$ cat src/rtl/spi_reg_pkg.sv
// Shared definitions for the SPI register-write path: frame layout, register map and controller states.
package spi_reg_pkg;

    localparam int FRAME_W  = 16;
    localparam int RW_BIT   = 15;
    localparam int ADDR_MSB = 14;
    localparam int ADDR_LSB = 8;
    localparam int CNT_W    = 8;

    localparam logic [6:0] REG_EN_OUT_7_0  = 7'h00;
    localparam logic [6:0] REG_EN_OUT_15_8 = 7'h01;
    localparam logic [6:0] REG_EN_PWM_7_0  = 7'h02;
    localparam logic [6:0] REG_EN_PWM_15_8 = 7'h03;
    localparam logic [6:0] REG_PWM_DUTY    = 7'h04;

    typedef enum logic [2:0] {
        IDLE,
        SHIFT,
        HOLD,
        GAP,
        DONE
    } spi_ctrl_state_t;

    function automatic logic [FRAME_W-1:0] pack_frame(
        input logic       rw,
        input logic [6:0] addr,
        input logic [7:0] wdata
    );
        return {rw, addr, wdata};
    endfunction

endpackage

$ cat src/rtl/spi_phase_timer.sv
// Phase timer: counts CLK_DIV cycles per phase while running and strobes phase_end on the last one.
module spi_phase_timer
    import spi_reg_pkg::*;
#(
    parameter int CLK_DIV = 4
) (
    input  logic clk,
    input  logic rst_n,
    input  logic run,
    output logic phase_end
);

    localparam logic [CNT_W-1:0] LAST = CNT_W'(CLK_DIV - 1);

    logic [CNT_W-1:0] cnt;

    // Held at zero while stopped so the first phase after a start is a full H cycles.
    always_ff @(posedge clk or negedge rst_n) begin
        if (!rst_n) begin
            cnt <= '0;
        end else if (!run || cnt == LAST) begin
            cnt <= '0;
        end else begin
            cnt <= cnt + 8'd1;
        end
    end

    assign phase_end = run && (cnt == LAST);

endmodule

$ cat src/rtl/spi_reg_writer.sv
// SPI mode-0 initiator: serialises one {rw, addr, wdata} frame per accepted request, MSB first.
module spi_reg_writer
    import spi_reg_pkg::*;
#(
    parameter int CLK_DIV = 4
) (
    input  logic       clk,
    input  logic       rst_n,
    input  logic       start,
    input  logic       rw,
    input  logic [6:0] addr,
    input  logic [7:0] wdata,
    output logic       busy,
    output logic       done,
    output logic       sclk,
    output logic       ncs,
    output logic       copi
);

    spi_ctrl_state_t    state;
    logic [FRAME_W-1:0] shreg;
    logic [3:0]         bit_cnt;
    logic               run;
    logic               phase_end;

    assign run = (state == SHIFT) || (state == HOLD) || (state == GAP);

    spi_phase_timer #(
        .CLK_DIV(CLK_DIV)
    ) u_timer (
        .clk      (clk),
        .rst_n    (rst_n),
        .run      (run),
        .phase_end(phase_end)
    );

    always_ff @(posedge clk or negedge rst_n) begin
        if (!rst_n) begin
            state   <= IDLE;
            shreg   <= '0;
            bit_cnt <= '0;
            busy    <= 1'b0;
            done    <= 1'b0;
            sclk    <= 1'b0;
            ncs     <= 1'b1;
            copi    <= 1'b0;
        end else begin
            done <= 1'b0;
            case (state)
                IDLE, DONE: begin
                    if (start) begin
                        state   <= SHIFT;
                        shreg   <= pack_frame(rw, addr, wdata);
                        bit_cnt <= 4'd15;
                        busy    <= 1'b1;
                        ncs     <= 1'b0;
                        sclk    <= 1'b0;
                        copi    <= rw;
                    end else begin
                        state <= IDLE;
                    end
                end
                SHIFT: begin
                    if (phase_end) begin
                        if (!sclk) begin
                            sclk <= 1'b1;
                        end else begin
                            sclk <= 1'b0;
                            // Last bit stays on copi through HOLD for the peripheral's hold time.
                            if (bit_cnt == 4'd0) begin
                                state <= HOLD;
                            end else begin
                                bit_cnt <= bit_cnt - 4'd1;
                                shreg   <= {shreg[FRAME_W-2:0], shreg[FRAME_W-1]};
                                copi    <= shreg[FRAME_W-2];
                            end
                        end
                    end
                end
                HOLD: begin
                    if (phase_end) begin
                        state <= GAP;
                        ncs   <= 1'b1;
                        copi  <= 1'b0;
                    end
                end
                GAP: begin
                    if (phase_end) begin
                        state <= DONE;
                        done  <= 1'b1;
                        busy  <= 1'b0;
                    end
                end
                default: state <= IDLE;
            endcase
        end
    end

endmodule

$ cat config.mk
export PLATFORM = sky130hd
export DESIGN_NAME = spi_reg_writer
export DESIGN_NICKNAME = d
export VERILOG_FILES = /design/src/rtl/spi_reg_pkg.sv /design/src/rtl/spi_phase_timer.sv /design/src/rtl/spi_reg_writer.sv
export SDC_FILE = /design/constraint.sdc
export NUM_CORES = 1
export LEC_CHECK = 0
export BUFFER_PORTS_ARGS = -buffer_cell sky130_fd_sc_hd__buf_2
export CAP_MARGIN = 20
export CORE_MARGIN = 5
export CORE_UTILIZATION = 45
export CTS_BUF_LIST = sky130_fd_sc_hd__clkbuf_2
export DETAILED_ROUTE_END_ITERATION = 10
export GPL_TIMING_DRIVEN = 0
export PLACE_DENSITY = 0.7
export SYNTH_ARGS = -nofsm -noshare
export SYNTH_HDL_FRONTEND = slang
export SYNTH_SLANG_ARGS = --single-unit
$ cat constraint.sdc
create_clock -name clk -period 2.4 [get_ports clk]
set_input_delay 0.24 -clock clk [delete_from_list [all_inputs] [get_ports clk]]
set_output_delay 0.24 -clock clk [all_outputs]
set_load 0.03 [all_outputs]
==> reports/qor.yml, run 1 <==
timing:
  fin_crit_ps: 2120
  setup_slack_ps: 282
  fin_crit_sh: 0.883
  slew_headroom: 0.480
  timing.hold.ws_ps: 143
  setup_viol: 0
  tns_ps: 0
  slew_violations: 0
  finalClockSkew_ps: 10.8
  max_clock_freq_mhz: 472
  rsz0062_at_grt: "no"
  tightest_slew_ps: 780
  hold_viol: 0
synthesis:
  synth.net_count: 197
  ys_warn_count: 0
  synth-edff-count: 0
  syn_area_per_cell_um2: 10.2
  synthCells: 175
  synth_seq_cells: 36
  ys.flop_type: "dfrtp_1"
  netlist_area_um2: 1790
  ys_seq_area_frac: 0.503
  async_flop_share: 1.00
  netlist-cell-type-count: 37
critical_path:
  startpoint_type: "flop"
  cp.arrival_ps: 2400
  r2r_cells: 8
  worst-path-max-fanout: 9
  end_kind: "flop"
  setup.worst_path.class: "reg -> reg"
  reg2reg_from: "bit_cnt[0]$_DFFE_PN0P_"
  required_ps: 2690
  r2r_slack_ps: 280
  r2r-end: "copi$_DFFE_PN0P_"
grt:
  grt_pass1_vias: 1425
  antenna_found_initial: 0
  gr-total-overflow: 0
  grt_pass1_wl_um: 6380
  grt_max_degree: 37
  track_usage: 0.154
floorplanning:
  fp-row-count: 23
  core_um2: 3940
  start_util: 0.454
  die_y_um: 73.1
  dieArea_um2: 5340
  chipWidth_um: 73.1
  num_io_pins: 24
clock_tree:
  cts_buffer_depth: 2
  cts_tree: "yes"
  clock_latency_ps: 390
  clk_pin_slew_ps: 170
  htreeDepth: 2
  post_cts_buffers: 0
  cts_buffers: 5
  cts_resized: 0
  hold_buffers: 1
  cts.sinks: 36
  root_buffer: "clkbuf_2"
layout:
  drive_gt1_frac: 0.227
  layout-area-overhead-vs-synth_pct: 12.7
  fillerInstances: 379
  nets: 228
  final_util: 0.512
  antenna_cells: 0
place:
  dp_hpwl_um: 2470
  port_buffers: 23
  dp_slack_ps: 339
  routabilityCongestion: 0.749
min_path:
  hold_path_class: "in -> reg"
  hold_start: "wdata[0]"
  min_to: "shreg[0]$_DFFE_PN0P_"
  holdPathStages: 3
route:
  vias: 1369
  ant_nets: 0
  via_per_inst: 5.33
  route.detailed.drc: 0
  routed_wl_um: 3540
  wire_per_inst_um: 13.8
  dr.first_iter.drc_count: 141
  firstDrtPassIters: 4
run:
  cap_violations: 0
power:
  p_leak_nw: 0.994
  ir_drop_mv: 0.441
  power_density_nw_per_um2: 974
run_status:
  status: "finished, final reports clean"
metrics by stage:
| step | std cells | total power [mW] | cell area, µm² |
|---|---|---|---|
| detailed placement | 248 | 1.70 | 1970 |
| global placement | 248 | 1.67 | 1970 |
| finish | 257 | 1.97 | 2020 |
| CTS | 257 | 1.99 | 2020 |
| global route | 257 | 2.14 | 2020 |
| floorplan | 175 | 1.52 | 1790 |
sequential cells by signal, summed over array words and instances, names as in the netlist:
| signal | count |
|---|---|
| shreg | 16 |
| u_timer.cnt | 8 |
| bit_cnt | 4 |
| state | 3 |
| busy | 1 |
| copi | 1 |
| done | 1 |
| ncs | 1 |
| sclk | 1 |
metal layers:
metal / global-route usage / vias to the layer above / wire [µm]
met5: 0 / - / 0
met4: 0.0492 / 0 / 47
met1: 0.201 / 645 / 1770
met2: 0.244 / 28 / 1570
li1: - / 689 / -
met3: 0.0468 / 7 / 166
layout by cell type, fill, tap and decap left out, drive strengths merged:
| cell type | instances |
|---|---|
| dfrtp | 35 |
| clkbuf | 11 |
| and3 | 4 |
| a21oi | 32 |
| ha | 3 |
| clkinv | 1 |
| a221o | 1 |
| mux2i | 14 |
| xor2 | 2 |
| nor4b | 1 |
| mux2 | 2 |
| nor3 | 3 |
| a22o | 1 |
| or2 | 2 |
| o21ba | 1 |
| and2 | 2 |
| nor2 | 18 |
| dfstp | 1 |
| buf | 28 |
| xnor2 | 4 |
| nor3b | 1 |
| and3b | 1 |
| o221a | 2 |
| a31oi | 5 |
| a22oi | 1 |
| and4 | 1 |
| nand2 | 10 |
| dlygate4sd3 | 1 |
| nor4 | 3 |
| o21ai | 7 |
| o211ai | 1 |
| nand3 | 5 |
| inv | 3 |
power breakdown:
part           total [mW]  switching (mW)  internal [mW]
clock               0.281           0.195         0.0859
combinational       0.687           0.360          0.328
sequential           1.00           0.163          0.837
total                1.97           0.718           1.25
synthesized netlist by cell type (3+ instances only):
master,number,area [µm²]
a21oi_1,32,160
a31oi_1,5,31.3
and3_1,4,25.0
clkbuf_1,3,11.3
dfrtp_1,35,876
ha_1,3,37.5
inv_1,3,11.3
mux2i_1,14,140
nand2_1,10,37.5
nand3_1,5,25.0
nor2_1,18,67.6
nor4_1,3,18.8
o21ai_0,7,35.0
xnor2_1,4,35.0
worst max-delay path by stage:
| stage | start | cells after the start | to |
|---|---|---|---|
| 2_1_floorplan | bit_cnt[0]$_DFFE_PN0P_ | 8 | copi$_DFFE_PN0P_ |
| 3_3_place_gp | bit_cnt[0]$_DFFE_PN0P_ | 8 | copi$_DFFE_PN0P_ |
| 3_5_place_dp | bit_cnt[0]$_DFFE_PN0P_ | 8 | copi$_DFFE_PN0P_ |
| 4_1_cts | bit_cnt[0]$_DFFE_PN0P_ | 9 | shreg[11]$_DFFE_PN0P_ |
| 5_1_grt | bit_cnt[0]$_DFFE_PN0P_ | 9 | shreg[5]$_DFFE_PN0P_ |
| 6_report | bit_cnt[0]$_DFFE_PN0P_ | 8 | copi$_DFFE_PN0P_ |
worst max-delay path: stages (launching register included):
cell     delay (ps)
dfrtp_1         430
inv_1            80
ha_1            150
nor3b_1         250
and3b_4         260
a22o_4          260
and2_4          140
buf_6           130
a221o_1         310
final cells by class:
class,instances,area (µm²),area share
plain buffers,8,51.3,0.0254
clock buffers,8,40.0,0.0198
inverters,4,15.0,0.00743
multi-input cells,127,823,0.408
flip-flops and latches,36,902,0.447
well taps,50,62.6,0.0310
repair buffers,24,125,0.0620
logic make-up (layout without fill, tap and decap cells):
kind of cell | Yosys count | count (layout) | synth area share
buffers and inverters | 12 | 44 | 0.0370
adders and majority gates | 3 | 3 | 0.0210
and+or+nand+nor | 51 | 51 | 0.148
xor gates and xnor gates | 6 | 6 | 0.0293
DFF | 36 | 36 | 0.503
muxes | 16 | 16 | 0.0929
AOI/OAI and AO/OA | 51 | 51 | 0.168
(Power assumes the default switching activity.)
==> inputs of run 2 (changes only) <==
==> constraint.sdc (replaced) <==
create_clock -name clk -period 2.4 [get_ports clk]
set_input_delay 0.12 -clock clk [delete_from_list [all_inputs] [get_ports clk]]
set_output_delay 0.12 -clock clk [all_outputs]
set_load 0.03 [all_outputs]
==> run 2 against run 1 <==
- clock skew grew 0.92 ps
- wire length up 0.14%
- design area is 0.50% higher
- clock power barely moved
- via count down 0.66%
- flip-flop and latch count unchanged
- power about the same
- critical endpoint unchanged
- hold slack worse by 110 ps
- core utilization rose by 0.25 points
- critical path depth unchanged
- sequential share of layout area shrank 0.22 points
- first-iteration DRC count shrank 24%
==> reports/qor.yml, run 2 (same netlist as run 1, synthesis figures left out) <==
timing:
  tns_ps: 0  # unchanged
  finalClockSkew_ps: 11.7  # was 10.8 ps
  setup_viol: 0  # unchanged
  slew_headroom: 0.478  # was 0.480
  slew_violations: 0  # unchanged
  rsz0062_at_grt: "no"  # unchanged
  fin_crit_sh: 0.888  # was 0.883
  max_clock_freq_mhz: 469  # was 472 MHz
  hold_viol: 0  # unchanged
  tightest_slew_ps: 783  # was 780 ps
  setup_slack_ps: 269  # was 282 ps
  fin_crit_ps: 2130  # was 2120 ps
min_path:
  min_to: "shreg[0]$_DFFE_PN0P_"  # unchanged
  holdPathStages: 3  # unchanged
  hold_path_class: "in -> reg"  # unchanged
  hold_start: "wdata[0]"  # unchanged
layout:
  final_common_cell: "dfrtp_1"  # unchanged
  fillerInstances: 378  # was 379
  largest_reg_flops: 16  # unchanged
  nets: 229  # was 228
  drive_gt1_frac: 0.226  # was 0.227
  layout-area-overhead-vs-synth_pct: 13.3  # was 12.7%
  antenna_cells: 0  # unchanged
  layout_common_cells: "dfrtp_1 (35), a21oi_1 (32), buf_2 (25)"  # unchanged
  top_register: "shreg"  # unchanged
  reg_top3: "shreg x16, u_timer.cnt x8, bit_cnt x4"  # unchanged
critical_path:
  startpoint_type: "flop"  # unchanged
  r2r_cells: 8  # unchanged
  worst-path-max-fanout: 9  # unchanged
  r2r-end: "copi$_DFFE_PN0P_"  # unchanged
  r2r_slack_ps: 270  # was 280 ps
  required_ps: 2680  # was 2690 ps
  end_kind: "flop"  # unchanged
  setup.worst_path.class: "reg -> reg"  # unchanged
  cp.arrival_ps: 2410  # was 2400 ps
  reg2reg_from: "bit_cnt[0]$_DFFE_PN0P_"  # unchanged
power:
  p_leak_nw: 0.998  # was 0.994 nW
  ir_drop_mv: 0.441  # about the same
  power_density_nw_per_um2: 970  # was 974 nW/µm²
place:
  port_buffers: 23  # unchanged
  dp_hpwl_um: 2470  # unchanged
  routabilityCongestion: 0.749  # unchanged
  dp_slack_ps: 339  # unchanged
floorplanning:
  start_util: 0.454  # unchanged
  die_y_um: 73.1  # unchanged
  chipWidth_um: 73.1  # unchanged
  fp-row-count: 23  # unchanged
  num_io_pins: 24  # unchanged
  core_um2: 3940  # unchanged
  dieArea_um2: 5340  # unchanged
route:
  via_per_inst: 5.27  # was 5.33
  ant_nets: 0  # unchanged
  wire_per_inst_um: 13.8  # about the same
  dr.first_iter.drc_count: 107  # was 141
  firstDrtPassIters: 4  # unchanged
  vias: 1360  # was 1369
  routed_wl_um: 3550  # was 3540 µm
  route.detailed.drc: 0  # unchanged
clock_tree:
  cts_buffers: 5  # unchanged
  post_cts_buffers: 0  # unchanged
  clock_latency_ps: 380  # was 390 ps
  htreeDepth: 2  # unchanged
  clk_pin_slew_ps: 170  # about the same
  root_buffer: "clkbuf_2"  # unchanged
  cts_resized: 0  # unchanged
  cts_buffer_depth: 2  # unchanged
  cts.sinks: 36  # unchanged
  cts_tree: "yes"  # unchanged
grt:
  grt_pass1_wl_um: 6370  # was 6380 µm
  track_usage: 0.154  # about the same
  grt_pass1_vias: 1419  # was 1425
  grt_max_degree: 37  # unchanged
  antenna_found_initial: 0  # unchanged
  gr-total-overflow: 0  # unchanged
run_status:
  status: "finished, final reports clean"  # unchanged
run:
  cap_violations: 0  # unchanged
==> run 2: changes by cell type in the layout (fill, tap and decap cells not counted) <==
cell,previous run,this run
dlygate4sd3_1,1,2
==> run 2: repair_timing <==
action,CTS,global route
setup endpoints to repair,0,0
hold buffers,2,0
endpoints found under the hold margin,36,0
==> run 2: metal layers <==
metal  vias up  global-route usage  part of all wire
met1       638               0.200              0.50
met2        24               0.244              0.44
met5         -                   0                 0
li1        692                   -                 -
met4         0              0.0492             0.013
met3         6              0.0468             0.042
==> run 2: layout make-up <==
type,count,area (µm²),area share
Inverter,4,15.0,0.00740
Tap cell,50,62.6,0.0308
Buffer,8,51.3,0.0253
Timing Repair Buffer,25,135,0.0666
Sequential cell,36,902,0.445
Clock buffer,8,40.0,0.0197
Multi-Input combinational cell,127,823,0.406
==> run 2: metrics by stage <==
step	hold slack [ps]	cell area, µm²	instances	util	power (mW)
2_1_floorplan	-176	1790	175	-	1.52
3_3_place_gp	255	1970	248	0.500	1.67
3_5_place_dp	261	1970	248	0.500	1.70
4_1_cts	0.165	2030	258	0.515	1.99
5_1_grt	24.0	2030	258	0.515	2.14
6_report	30.2	2030	258	0.515	1.97
==> run 2: how the worst max path moves through the flow <==
stage	from	to	slack, ps	cells after the start
6_report	bit_cnt[0]$_DFFE_PN0P_	copi$_DFFE_PN0P_	270	8
2_1_floorplan	bit_cnt[0]$_DFFE_PN0P_	copi$_DFFE_PN0P_	470	8
4_1_cts	bit_cnt[0]$_DFFE_PN0P_	shreg[11]$_DFFE_PN0P_	290	9
3_3_place_gp	bit_cnt[0]$_DFFE_PN0P_	copi$_DFFE_PN0P_	330	8
3_5_place_dp	bit_cnt[0]$_DFFE_PN0P_	copi$_DFFE_PN0P_	340	8
5_1_grt	bit_cnt[0]$_DFFE_PN0P_	shreg[5]$_DFFE_PN0P_	90	9
==> run 2: where the power goes <==
group	internal (mW)	leakage [nW]	switching [mW]	total, mW
Sequential	0.837	0.416	0.164	1.00
Combinational	0.329	0.549	0.360	0.689
Clock	0.0860	0.0332	0.194	0.280
==> run 2: worst max-delay path, stage by stage, from the launching register on <==
cell and delay [ps]:
dfrtp_1 430, inv_1 80, ha_1 150, nor3b_1 270, and3b_4 260, a22o_4 260
and2_4 140, buf_6 130, a221o_1 310
